===== config.mk =====
export PLATFORM = sky130hd
export DESIGN_NAME = axi_wid_fifo_gen_flat
export DESIGN_NICKNAME = d
export VERILOG_FILES = /design/src/rtl/axi_wid_fifo_gen_if.sv /design/src/rtl/axi_wid_fifo_gen.sv /design/src/flat_wrapper.sv
export SDC_FILE = /design/constraint.sdc
export NUM_CORES = 1
export LEC_CHECK = 0
export BUFFER_PORTS_ARGS = -buffer_cell sky130_fd_sc_hd__buf_2
export CAP_MARGIN = 15
export CELL_PAD_IN_SITES_DETAIL_PLACEMENT = 1
export CELL_PAD_IN_SITES_GLOBAL_PLACEMENT = 2
export CORE_ASPECT_RATIO = 1.4
export CORE_MARGIN = 4
export CORE_UTILIZATION = 30
export DETAILED_ROUTE_END_ITERATION = 10
export PLACE_DENSITY_LB_ADDON = 0.1
export SLEW_MARGIN = 20
export SYNTH_ARGS = -nofsm -noshare
export SYNTH_HDL_FRONTEND = slang
export SYNTH_SLANG_ARGS = --single-unit

===== constraint.sdc =====
create_clock -name per_clk -period 6.3 [get_ports per_clk]
set_input_delay 0.63 -clock per_clk [delete_from_list [all_inputs] [get_ports per_clk]]
set_output_delay 0.63 -clock per_clk [all_outputs]
set_load 0.005 [all_outputs]

===== src/rtl/axi_wid_fifo_gen_if.sv =====
// AW/W handshake bundle between the BIU master, the WID generator and the AXI3 pad side.
// The slave modport is the generator's view; the master modport is the BIU/pad driver's view.
interface axi_wid_fifo_gen_if #(
  parameter int ID_W = 8
);
  logic [ID_W-1:0] biu_pad_awid;
  logic            biu_pad_awvalid;
  logic            pad_biu_awready;
  logic            biu_awvalid_gated;
  logic            biu_awready_gated;
  logic            biu_pad_wvalid;
  logic            biu_pad_wlast;
  logic            pad_biu_wready;
  logic            biu_wvalid_gated;
  logic            biu_wready_gated;
  logic [ID_W-1:0] biu_pad_wid;

  modport slave (
    input  biu_pad_awid, biu_pad_awvalid, pad_biu_awready,
    input  biu_pad_wvalid, biu_pad_wlast, pad_biu_wready,
    output biu_awvalid_gated, biu_awready_gated,
    output biu_wvalid_gated, biu_wready_gated, biu_pad_wid
  );

  modport master (
    output biu_pad_awid, biu_pad_awvalid, pad_biu_awready,
    output biu_pad_wvalid, biu_pad_wlast, pad_biu_wready,
    input  biu_awvalid_gated, biu_awready_gated,
    input  biu_wvalid_gated, biu_wready_gated, biu_pad_wid
  );
endinterface


===== src/rtl/axi_wid_fifo_gen.sv =====
// In-order AWID FIFO that supplies the AXI3 WID for AXI4-style W traffic and gates AW/W handshakes.
// Optional macro WID_FIFO_BYPASS_EN lets a W beat complete in the same cycle as its AW when empty.
module axi_wid_fifo_gen #(
  parameter  int ID_W  = 8,
  parameter  int DEPTH = 32,
  localparam int PTR_W = $clog2(DEPTH)
) (
  input  logic             per_clk,
  input  logic             pad_cpu_rst_b,
  axi_wid_fifo_gen_if.slave bus,
  input  logic             wid_hwm_clr,
  output logic [PTR_W:0]   wid_fifo_cnt,
  output logic             wid_fifo_full,
  output logic             wid_fifo_empty,
  output logic [PTR_W:0]   wid_fifo_hwm
);

  logic [PTR_W:0]  wptr_r;
  logic [PTR_W:0]  rptr_r;
  logic [PTR_W:0]  hwm_r;
  logic [ID_W-1:0] mem_r [DEPTH];

  logic            full_s;
  logic            empty_s;
  logic            push_s;
  logic            pop_s;
  logic            open_s;
  logic [ID_W-1:0] head_id_s;
  logic [PTR_W:0]  cnt_s;
  logic [PTR_W:0]  cnt_nxt_s;

  // Occupancy flags, handshake qualification and head-of-queue selection.
  always_comb begin
    full_s  = (wptr_r[PTR_W-1:0] == rptr_r[PTR_W-1:0]) && (wptr_r[PTR_W] != rptr_r[PTR_W]);
    empty_s = (wptr_r == rptr_r);
    push_s  = bus.biu_pad_awvalid & bus.pad_biu_awready & ~full_s;
`ifdef WID_FIFO_BYPASS_EN
    // An empty queue forwards the incoming AWID straight to the W side.
    open_s    = ~empty_s | push_s;
    head_id_s = empty_s ? bus.biu_pad_awid : mem_r[rptr_r[PTR_W-1:0]];
`else
    open_s    = ~empty_s;
    head_id_s = mem_r[rptr_r[PTR_W-1:0]];
`endif
    pop_s     = bus.biu_pad_wvalid & bus.pad_biu_wready & bus.biu_pad_wlast & open_s;
    cnt_s     = wptr_r - rptr_r;
    cnt_nxt_s = cnt_s + (PTR_W+1)'(push_s) - (PTR_W+1)'(pop_s);
  end

  // Gated handshakes and WID presented to the pad side.
  always_comb begin
    bus.biu_awvalid_gated = bus.biu_pad_awvalid & ~full_s;
    bus.biu_awready_gated = bus.pad_biu_awready & ~full_s;
    bus.biu_wvalid_gated  = bus.biu_pad_wvalid & open_s;
    bus.biu_wready_gated  = bus.pad_biu_wready & open_s;
    bus.biu_pad_wid       = open_s ? head_id_s : {ID_W{1'b0}};
    wid_fifo_cnt          = cnt_s;
    wid_fifo_full         = full_s;
    wid_fifo_empty        = empty_s;
    wid_fifo_hwm          = hwm_r;
  end

  // Pointer and ID storage; wrap bit in the pointer MSB distinguishes full from empty.
  always_ff @(posedge per_clk or negedge pad_cpu_rst_b) begin
    if (!pad_cpu_rst_b) begin
      wptr_r <= {(PTR_W+1){1'b0}};
      rptr_r <= {(PTR_W+1){1'b0}};
      for (int i = 0; i < DEPTH; i++) begin
        mem_r[i] <= {ID_W{1'b0}};
      end
    end else begin
      if (push_s) begin
        mem_r[wptr_r[PTR_W-1:0]] <= bus.biu_pad_awid;
        wptr_r                   <= wptr_r + (PTR_W+1)'(1);
      end else begin
        wptr_r <= wptr_r;
      end
      if (pop_s) begin
        rptr_r <= rptr_r + (PTR_W+1)'(1);
      end else begin
        rptr_r <= rptr_r;
      end
    end
  end

  // High-water mark tracks next-cycle occupancy; a clear reloads it rather than zeroing it.
  always_ff @(posedge per_clk or negedge pad_cpu_rst_b) begin
    if (!pad_cpu_rst_b) begin
      hwm_r <= {(PTR_W+1){1'b0}};
    end else if (wid_hwm_clr) begin
      hwm_r <= cnt_nxt_s;
    end else if (cnt_nxt_s > hwm_r) begin
      hwm_r <= cnt_nxt_s;
    end else begin
      hwm_r <= hwm_r;
    end
  end

endmodule

===== src/flat_wrapper.sv =====
// flat-port wrapper written by rule: the top's interface ports become plain ports
module axi_wid_fifo_gen_flat 
#(
  parameter  int ID_W  = 8,
  parameter  int DEPTH = 32,
  localparam int PTR_W = $clog2(DEPTH)
)
  (per_clk, pad_cpu_rst_b, wid_hwm_clr, wid_fifo_cnt, wid_fifo_full, wid_fifo_empty, wid_fifo_hwm, bus_biu_pad_awid, bus_biu_pad_awvalid, bus_pad_biu_awready, bus_biu_pad_wvalid, bus_biu_pad_wlast, bus_pad_biu_wready, bus_biu_awvalid_gated, bus_biu_awready_gated, bus_biu_wvalid_gated, bus_biu_wready_gated, bus_biu_pad_wid);
  axi_wid_fifo_gen_if #(.ID_W(ID_W)) bus_i ();
  input  logic per_clk;
  input  logic pad_cpu_rst_b;
  input  logic wid_hwm_clr;
  output logic [PTR_W:0] wid_fifo_cnt;
  output logic wid_fifo_full;
  output logic wid_fifo_empty;
  output logic [PTR_W:0] wid_fifo_hwm;
  input wire logic [$bits(bus_i.biu_pad_awid)-1:0] bus_biu_pad_awid;
  input wire logic [$bits(bus_i.biu_pad_awvalid)-1:0] bus_biu_pad_awvalid;
  input wire logic [$bits(bus_i.pad_biu_awready)-1:0] bus_pad_biu_awready;
  input wire logic [$bits(bus_i.biu_pad_wvalid)-1:0] bus_biu_pad_wvalid;
  input wire logic [$bits(bus_i.biu_pad_wlast)-1:0] bus_biu_pad_wlast;
  input wire logic [$bits(bus_i.pad_biu_wready)-1:0] bus_pad_biu_wready;
  output wire logic [$bits(bus_i.biu_awvalid_gated)-1:0] bus_biu_awvalid_gated;
  output wire logic [$bits(bus_i.biu_awready_gated)-1:0] bus_biu_awready_gated;
  output wire logic [$bits(bus_i.biu_wvalid_gated)-1:0] bus_biu_wvalid_gated;
  output wire logic [$bits(bus_i.biu_wready_gated)-1:0] bus_biu_wready_gated;
  output wire logic [$bits(bus_i.biu_pad_wid)-1:0] bus_biu_pad_wid;
  assign bus_i.biu_pad_awid = bus_biu_pad_awid;
  assign bus_i.biu_pad_awvalid = bus_biu_pad_awvalid;
  assign bus_i.pad_biu_awready = bus_pad_biu_awready;
  assign bus_i.biu_pad_wvalid = bus_biu_pad_wvalid;
  assign bus_i.biu_pad_wlast = bus_biu_pad_wlast;
  assign bus_i.pad_biu_wready = bus_pad_biu_wready;
  assign bus_biu_awvalid_gated = bus_i.biu_awvalid_gated;
  assign bus_biu_awready_gated = bus_i.biu_awready_gated;
  assign bus_biu_wvalid_gated = bus_i.biu_wvalid_gated;
  assign bus_biu_wready_gated = bus_i.biu_wready_gated;
  assign bus_biu_pad_wid = bus_i.biu_pad_wid;
  axi_wid_fifo_gen #(.ID_W(ID_W), .DEPTH(DEPTH)) u_core (.per_clk(per_clk), .pad_cpu_rst_b(pad_cpu_rst_b), .bus(bus_i), .wid_hwm_clr(wid_hwm_clr), .wid_fifo_cnt(wid_fifo_cnt), .wid_fifo_full(wid_fifo_full), .wid_fifo_empty(wid_fifo_empty), .wid_fifo_hwm(wid_fifo_hwm));
endmodule

==> results.cfg, run 1 <==
[critical_path]
critical_path.startpoint_type = flop
number_of_buffers_and_inverters_on_the_critical_path = 3
worstPathArrival_ns = 5.74
worst_path_dominant_cell_family = simple AND/OR/NAND/NOR gates
critPathMostFrequentCell = ha_1
critical-path-slowest-cell = dfrtp_2
crit_type = reg2reg
critical-path-max-stage-delay_ns = 0.58
worst-path-max-fanout = 14
worst-endpoint-required_ns = 6.72
worstPathCellList = inv_1 -> ha_1 -> and4_1 -> nor3b_2 -> and4b_1 -> ha_1 -> inv_1 -> ha_1 -> a211oi_1 -> o21ai_0 -> and4_1 -> or2_1 -> xor2_1 -> ha_1 -> nand4_1 -> o21bai_1 -> a31oi_1 -> buf_4 -> a21bo_2 -> o221ai_1
end_kind = flop
reg2reg_setup_slack_ns = 0.98

[yosys]
synthesized_instance_count = 855
mappedNetlistArea_mm2 = 0.0132
ys.flop_type = dfrtp_1
post_synthesis_register_bit_count = 274
synth_fp_nets = 895
synth_seq_area_share_pct = 52.0
asyncSetResetFlopFracSynth_pct = 100
synth_warnings = 0
post_synth.cell_area_avg_um2 = 15.4
post_synth_num_cell_types = 52
synth_edf_count = 0

[global_route]
grt.busiest_layer = met2
first_global_vias = 8576
globalRouteMet2Util_pct = 26.9
largest_net_degree_at_the_start_of_global_routing = 156
grt_use_met3_pct = 2.03
initial_antenna_violation_count = 0
first_pass_grt_wire_length_mm = 54.0
global_route.usage.total_pct = 14.8
global_route.usage.met1_pct = 18.4
gr-total-overflow = 0

[sta]
layout_min_cycle_time_ns = 5.32
slew-limit-headroom_pct = 34.6
final.period_utilization_pct = 84.5
grt_setup_unrepaired = false
clock-skew-final_ns = 0.0147
tightestPinTransition_ns = 0.981
maxClockFrequency_mhz = 188
maxSlewViolCount = 0
final_setup_violation_count = 0
setup-tns-final_ns = 0
timing_hold_violations_final = 0

[worst_hold_path]
timing.hold.worst.class = in2async

[floorplan]
io-pin-count = 42
die_area_mm2 = 0.0474
die_height_um = 256
chipWidth_um = 185
placement_rows = 90
core-area_mm2 = 0.0432
initial_standard_cell_utilization_of_the_core_pct = 30.5

[pwr]
cellLeakagePower_nw = 6.81
pwr_density_cell_mw_per_mm2 = 540
ir_drop_uv = 263

[route]
vias = 7346
drt.antenna.violating_nets = 0
wire_per_inst_um = 23.4
detail_route.first_pass.iterations = 4
drt-vias-per-instance = 5.02
wl_mm = 34.2
drc = 0
initialDrtViolationCount = 236

[place]
routabilityCongestion = 0.739
placement.io_buffers = 41
dpl.hpwl_mm = 23.2
dpl_cell_area_mm2 = 0.0139

[job]
timing.max_cap.violations = 0

[clock_network]
hold_buffers = 0
clock_root_buffer = clkbuf_16
cts-buffers-inserted = 34
tritoncts = built
cts.repair_timing.setup_buffer_count = 0
h-tree-depth = 2
clock_path_buffers = 3
post_cts_resize_count = 0
clock_sink_count = 274
clock_transition_at_the_registers_of_the_reported_paths_ns = 0.06
worstSkewPairLatency_ns = 0.52

[finish]
stdcell_area_mm2 = 0.0150
final_nets = 928
areaGrowthSynthToFinish_pct = 13.8
layout_common_cells = dfrtp_1 (272), mux2_2 (235), mux4_2 (80)
layout_commonest_cell = dfrtp_1
layout-drive-gt1-share_pct = 50.9
insertedDiodeCount = 0

[status]
outcome = completed
Yosys cell counts, drive strengths merged, types with 6 or more instances:
cell type / n / area share, %
mux2: 257 / 22
clkbuf: 38 / 1.1
nand2: 15 / 0.43
inv: 22 / 0.63
nand4: 7 / 0.47
xnor2: 9 / 0.60
xor2: 6 / 0.46
ha: 22 / 2.1
dfrtp: 274 / 52
a22o: 8 / 0.53
mux4: 80 / 14
nor2: 39 / 2.0
o21ai: 13 / 0.49
buf: 14 / 0.64
sequential cells by signal, summed over array words and instances (netlist names):
name                 cells
u_core.wid_fifo_hwm      6
u_core.mem_r           256
u_core.rptr_r            6
u_core.wptr_r            6
worst paths after layout:
check | startpoint | end | depth (start not counted)
setup / recovery | u_core.rptr_r[1] | u_core.wid_fifo_hwm[5] | 20
hold / removal | pad_cpu_rst_b | u_core.mem_r[123] | 1
setup reg to reg | u_core.rptr_r[1] | u_core.wid_fifo_hwm[5] | 20
hold reg to reg | u_core.mem_r[134] | u_core.mem_r[134] | 1
max in group asynchronous | pad_cpu_rst_b | u_core.rptr_r[0] | 2
min in group per_clk | u_core.mem_r[134] | u_core.mem_r[134] | 1
stage by stage:
step	power (mW)	std cells	hold slack, ns	utilization, %	worst slack, ns
final	8.10	1462	0.202	34.7	0.977
after global placement	6.18	1404	0.461	32.2	1.07
after CTS	8.28	1462	0.252	34.7	0.919
after global routing	8.74	1462	0.284	34.7	0.487
after floorplan	5.22	855	0.334	-	1.16
after detailed placement	6.36	1404	0.476	32.2	0.955
power breakdown:
group | total (mW) | switching, mW | leakage, nW | internal, mW
combinational | 3.60 | 1.80 | 2.62 | 1.80
sequential | 2.64 | 0.318 | 3.66 | 2.32
clock | 1.86 | 0.746 | 0.525 | 1.11
cell families (layout without fill, tap and decap cells):
| kind of cell | after synthesis | in the layout | synth area share (%) |
|---|---|---|---|
| fa+ha+maj | 24 | 24 | 2.39 |
| xor+xnor | 15 | 15 | 1.05 |
| mux | 338 | 338 | 35.7 |
| buf+inv | 74 | 129 | 2.35 |
| flops | 274 | 274 | 52.0 |
| compound gates | 39 | 39 | 2.07 |
| simple gates | 91 | 91 | 4.46 |
area by class of cell:
| class | count | area (µm²) |
|---|---|---|
| fill | 4471 | 28200 |
| sequential | 274 | 6860 |
| multi-input combinational | 507 | 6020 |
| clock buffer | 50 | 1010 |
| tap | 552 | 691 |
| timing repair buffer | 49 | 288 |
| inverter | 22 | 82.6 |
| clock inverter | 8 | 46.3 |
layer usage:
| layer | vias to the layer above | share of wire, % |
|---|---|---|
| li1 | 3233 | - |
| met1 | 4003 | 41 |
| met2 | 68 | 55 |
| met3 | 42 | 2.5 |
| met4 | 0 | 1.8 |
| met5 | - | 0 |
Note: power is estimated with default switching activity, not from simulation.
==> run 2: changes to the inputs <==
==> constraint.sdc (replaced) <==
create_clock -name per_clk -period 4.95 [get_ports per_clk]
set_input_delay 0.495 -clock per_clk [delete_from_list [all_inputs] [get_ports per_clk]]
set_output_delay 0.495 -clock per_clk [all_outputs]
set_load 0.005 [all_outputs]
==> run 2 against run 1 <==
Non-clock buffer count increased by 7. Highest routed layer unchanged. Final area increased by 0.30%. Clock power increased by 26%.
==> results.cfg, run 2 (synthesis gave the netlist of run 1 again) <==
[worst_hold_path]
timing.hold.worst.class = in2reg

[floorplan]
die_area_mm2 = 0.0474
placement_rows = 90
chipWidth_um = 185
die_height_um = 256
io-pin-count = 42
core-area_mm2 = 0.0432
initial_standard_cell_utilization_of_the_core_pct = 30.5

[sta]
worst_hold_slack_ns = 0.427
maxSlewViolCount = 0
setup-tns-final_ns = 0
tightestPinTransition_ns = 0.993
final_setup_violation_count = 0
timing_hold_violations_final = 0
maxClockFrequency_mhz = 218
clock-skew-final_ns = 0.0111
final.period_utilization_pct = 92.7
grt_setup_unrepaired = false
layout_min_cycle_time_ns = 4.59
slew-limit-headroom_pct = 33.5

[finish]
layout-drive-gt1-share_pct = 51.8
register_name_with_the_most_flops = u_core.mem_r
largest_register_ff_count = 256
areaGrowthSynthToFinish_pct = 14.1
layout_common_cells = dfrtp_1 (272), mux2_2 (235), mux4_2 (80)
layout_commonest_cell = dfrtp_1
nFillCells = 4427
insertedDiodeCount = 0
final_nets = 931

[route]
wire_per_inst_um = 23.3
drt-vias-per-instance = 5.04
drt.antenna.violating_nets = 0
drc = 0
initialDrtViolationCount = 228
vias = 7376
wl_mm = 34.2
detail_route.first_pass.iterations = 4

[pwr]
cellLeakagePower_nw = 6.83
power_switching_mw = 3.64
seq_power_share_pct = 32.0
power.share.clock_pct = 22.7
pwr_density_cell_mw_per_mm2 = 688
power_report.internal_total_mw = 6.72
net_switching_fraction_of_the_power_pct = 35.1
share_of_total_power_in_combinational_logic_pct = 45.3
ir_drop_uv = 319

[global_route]
first_pass_grt_wire_length_mm = 53.4
gr-total-overflow = 0
initial_antenna_violation_count = 0
largest_net_degree_at_the_start_of_global_routing = 125
global_route.usage.total_pct = 14.6
first_global_vias = 8699

[clock_network]
h-tree-depth = 1
clock_sink_count = 274
worstSkewPairLatency_ns = 0.56
cts-buffers-inserted = 30
clock_root_buffer = clkbuf_16
clock_path_buffers = 3
clock_transition_at_the_registers_of_the_reported_paths_ns = 0.06
tritoncts = built

[critical_path]
crit_type = reg2reg
critical_path.startpoint_type = flop
worstPathArrival_ns = 5.06
worst-path-max-fanout = 5
end_kind = flop
worst-endpoint-required_ns = 5.43

[place]
placement.io_buffers = 41
dpl.hpwl_mm = 23.6
routabilityCongestion = 0.749

[status]
outcome = completed

[job]
timing.max_cap.violations = 0
==> run 2: cell count changes in the layout (fill, tap and decap cells not counted) <==
cell	delta
dlygate4sd3_1	+1
clkinv_2	+3
clkbuf_16	-4
clkbuf_8	-3
buf_4	+6
clkinv_4	+1
clkbuf_1	-7
a31oi_2	+1
clkinvlp_4	+1
a31oi_1	-1
bufinv_16	+4
==> run 2: path summary, 6_finish.rpt <==
path                                      from                      to  slack [ns]  depth (start not counted)
hold reg to reg              u_core.mem_r[131]       u_core.mem_r[131]        0.48                          1
hold / removal             bus_pad_biu_awready        u_core.wptr_r[1]        0.43                          5
setup reg to reg              u_core.wptr_r[0]  u_core.wid_fifo_hwm[5]        0.36                         19
min in group asynchronous        pad_cpu_rst_b       u_core.mem_r[123]        0.59                          2
setup / recovery              u_core.wptr_r[0]  u_core.wid_fifo_hwm[5]        0.36                         19
max in group asynchronous        pad_cpu_rst_b       u_core.mem_r[149]        3.17                          3
==> run 2: routing by layer <==
| metal | track usage [%] | vias up | routed length, µm |
|---|---|---|---|
| li1 | - | 3229 | - |
| met1 | 17.8 | 4010 | 14000 |
| met2 | 26.8 | 85 | 18500 |
| met3 | 1.86 | 52 | 875 |
| met4 | 3.92 | 0 | 797 |
| met5 | 0 | - | 0 |
==> run 2: final cells by class <==
class | count | area (µm²) | share of cell area (%)
clock buffer | 36 | 845 | 5.61
clock inverter | 17 | 198 | 1.31
inverter | 22 | 82.6 | 0.549
multi-input combinational | 507 | 6030 | 40.1
sequential | 274 | 6860 | 45.6
tap | 552 | 691 | 4.59
timing repair buffer | 56 | 343 | 2.28
==> run 2: power groups by stage <==
stage | clock (mW) | sequential (mW) | combinational (mW)
floorplan | 0 | 3.22 | 3.43
global placement | 0 | 3.28 | 4.62
detailed placement | 0 | 3.36 | 4.77
CTS | 2.45 | 3.32 | 4.79
global route | 2.54 | 3.40 | 5.21
finish | 2.35 | 3.31 | 4.69
==> run 2: critical path, cell delays in order, from the launching register on <==
cell	delay, ns
dfrtp_1	0.41
inv_1	0.15
ha_1	0.19
inv_1	0.05
fa_1	0.39
and3_1	0.19
or3_1	0.38
and2_1	0.19
inv_1	0.05
ha_1	0.25
or2_2	0.31
and4_1	0.21
or2_1	0.26
xor2_1	0.15
ha_1	0.30
nand4_1	0.13
o21bai_1	0.19
a31oi_2	0.30
a21bo_2	0.26
o221ai_1	0.16
==> run 2: stage by stage <==
| step | power (mW) | utilization [%] | worst slack (ns) | instances | cell area [µm²] |
|---|---|---|---|---|---|
| 2_1_floorplan | 6.65 | - | 0.0722 | 855 | 13200 |
| 3_3_place_gp | 7.90 | 32.3 | 0.341 | 1410 | 14000 |
| 3_5_place_dp | 8.13 | 32.3 | 0.248 | 1410 | 14000 |
| 4_1_cts | 10.6 | 34.8 | 0.236 | 1464 | 15000 |
| 5_1_grt | 11.1 | 34.8 | 0.00445 | 1464 | 15000 |
| 6_report | 10.4 | 34.8 | 0.362 | 1464 | 15000 |
==> run 2: repair_timing <==
item                                   4_1_cts  5_1_grt
endpoints found under the hold margin       38        0
setup buffers                                0        0
gates resized for setup                      0        1
setup endpoints to repair                    0        6
hold buffers                                 1        0
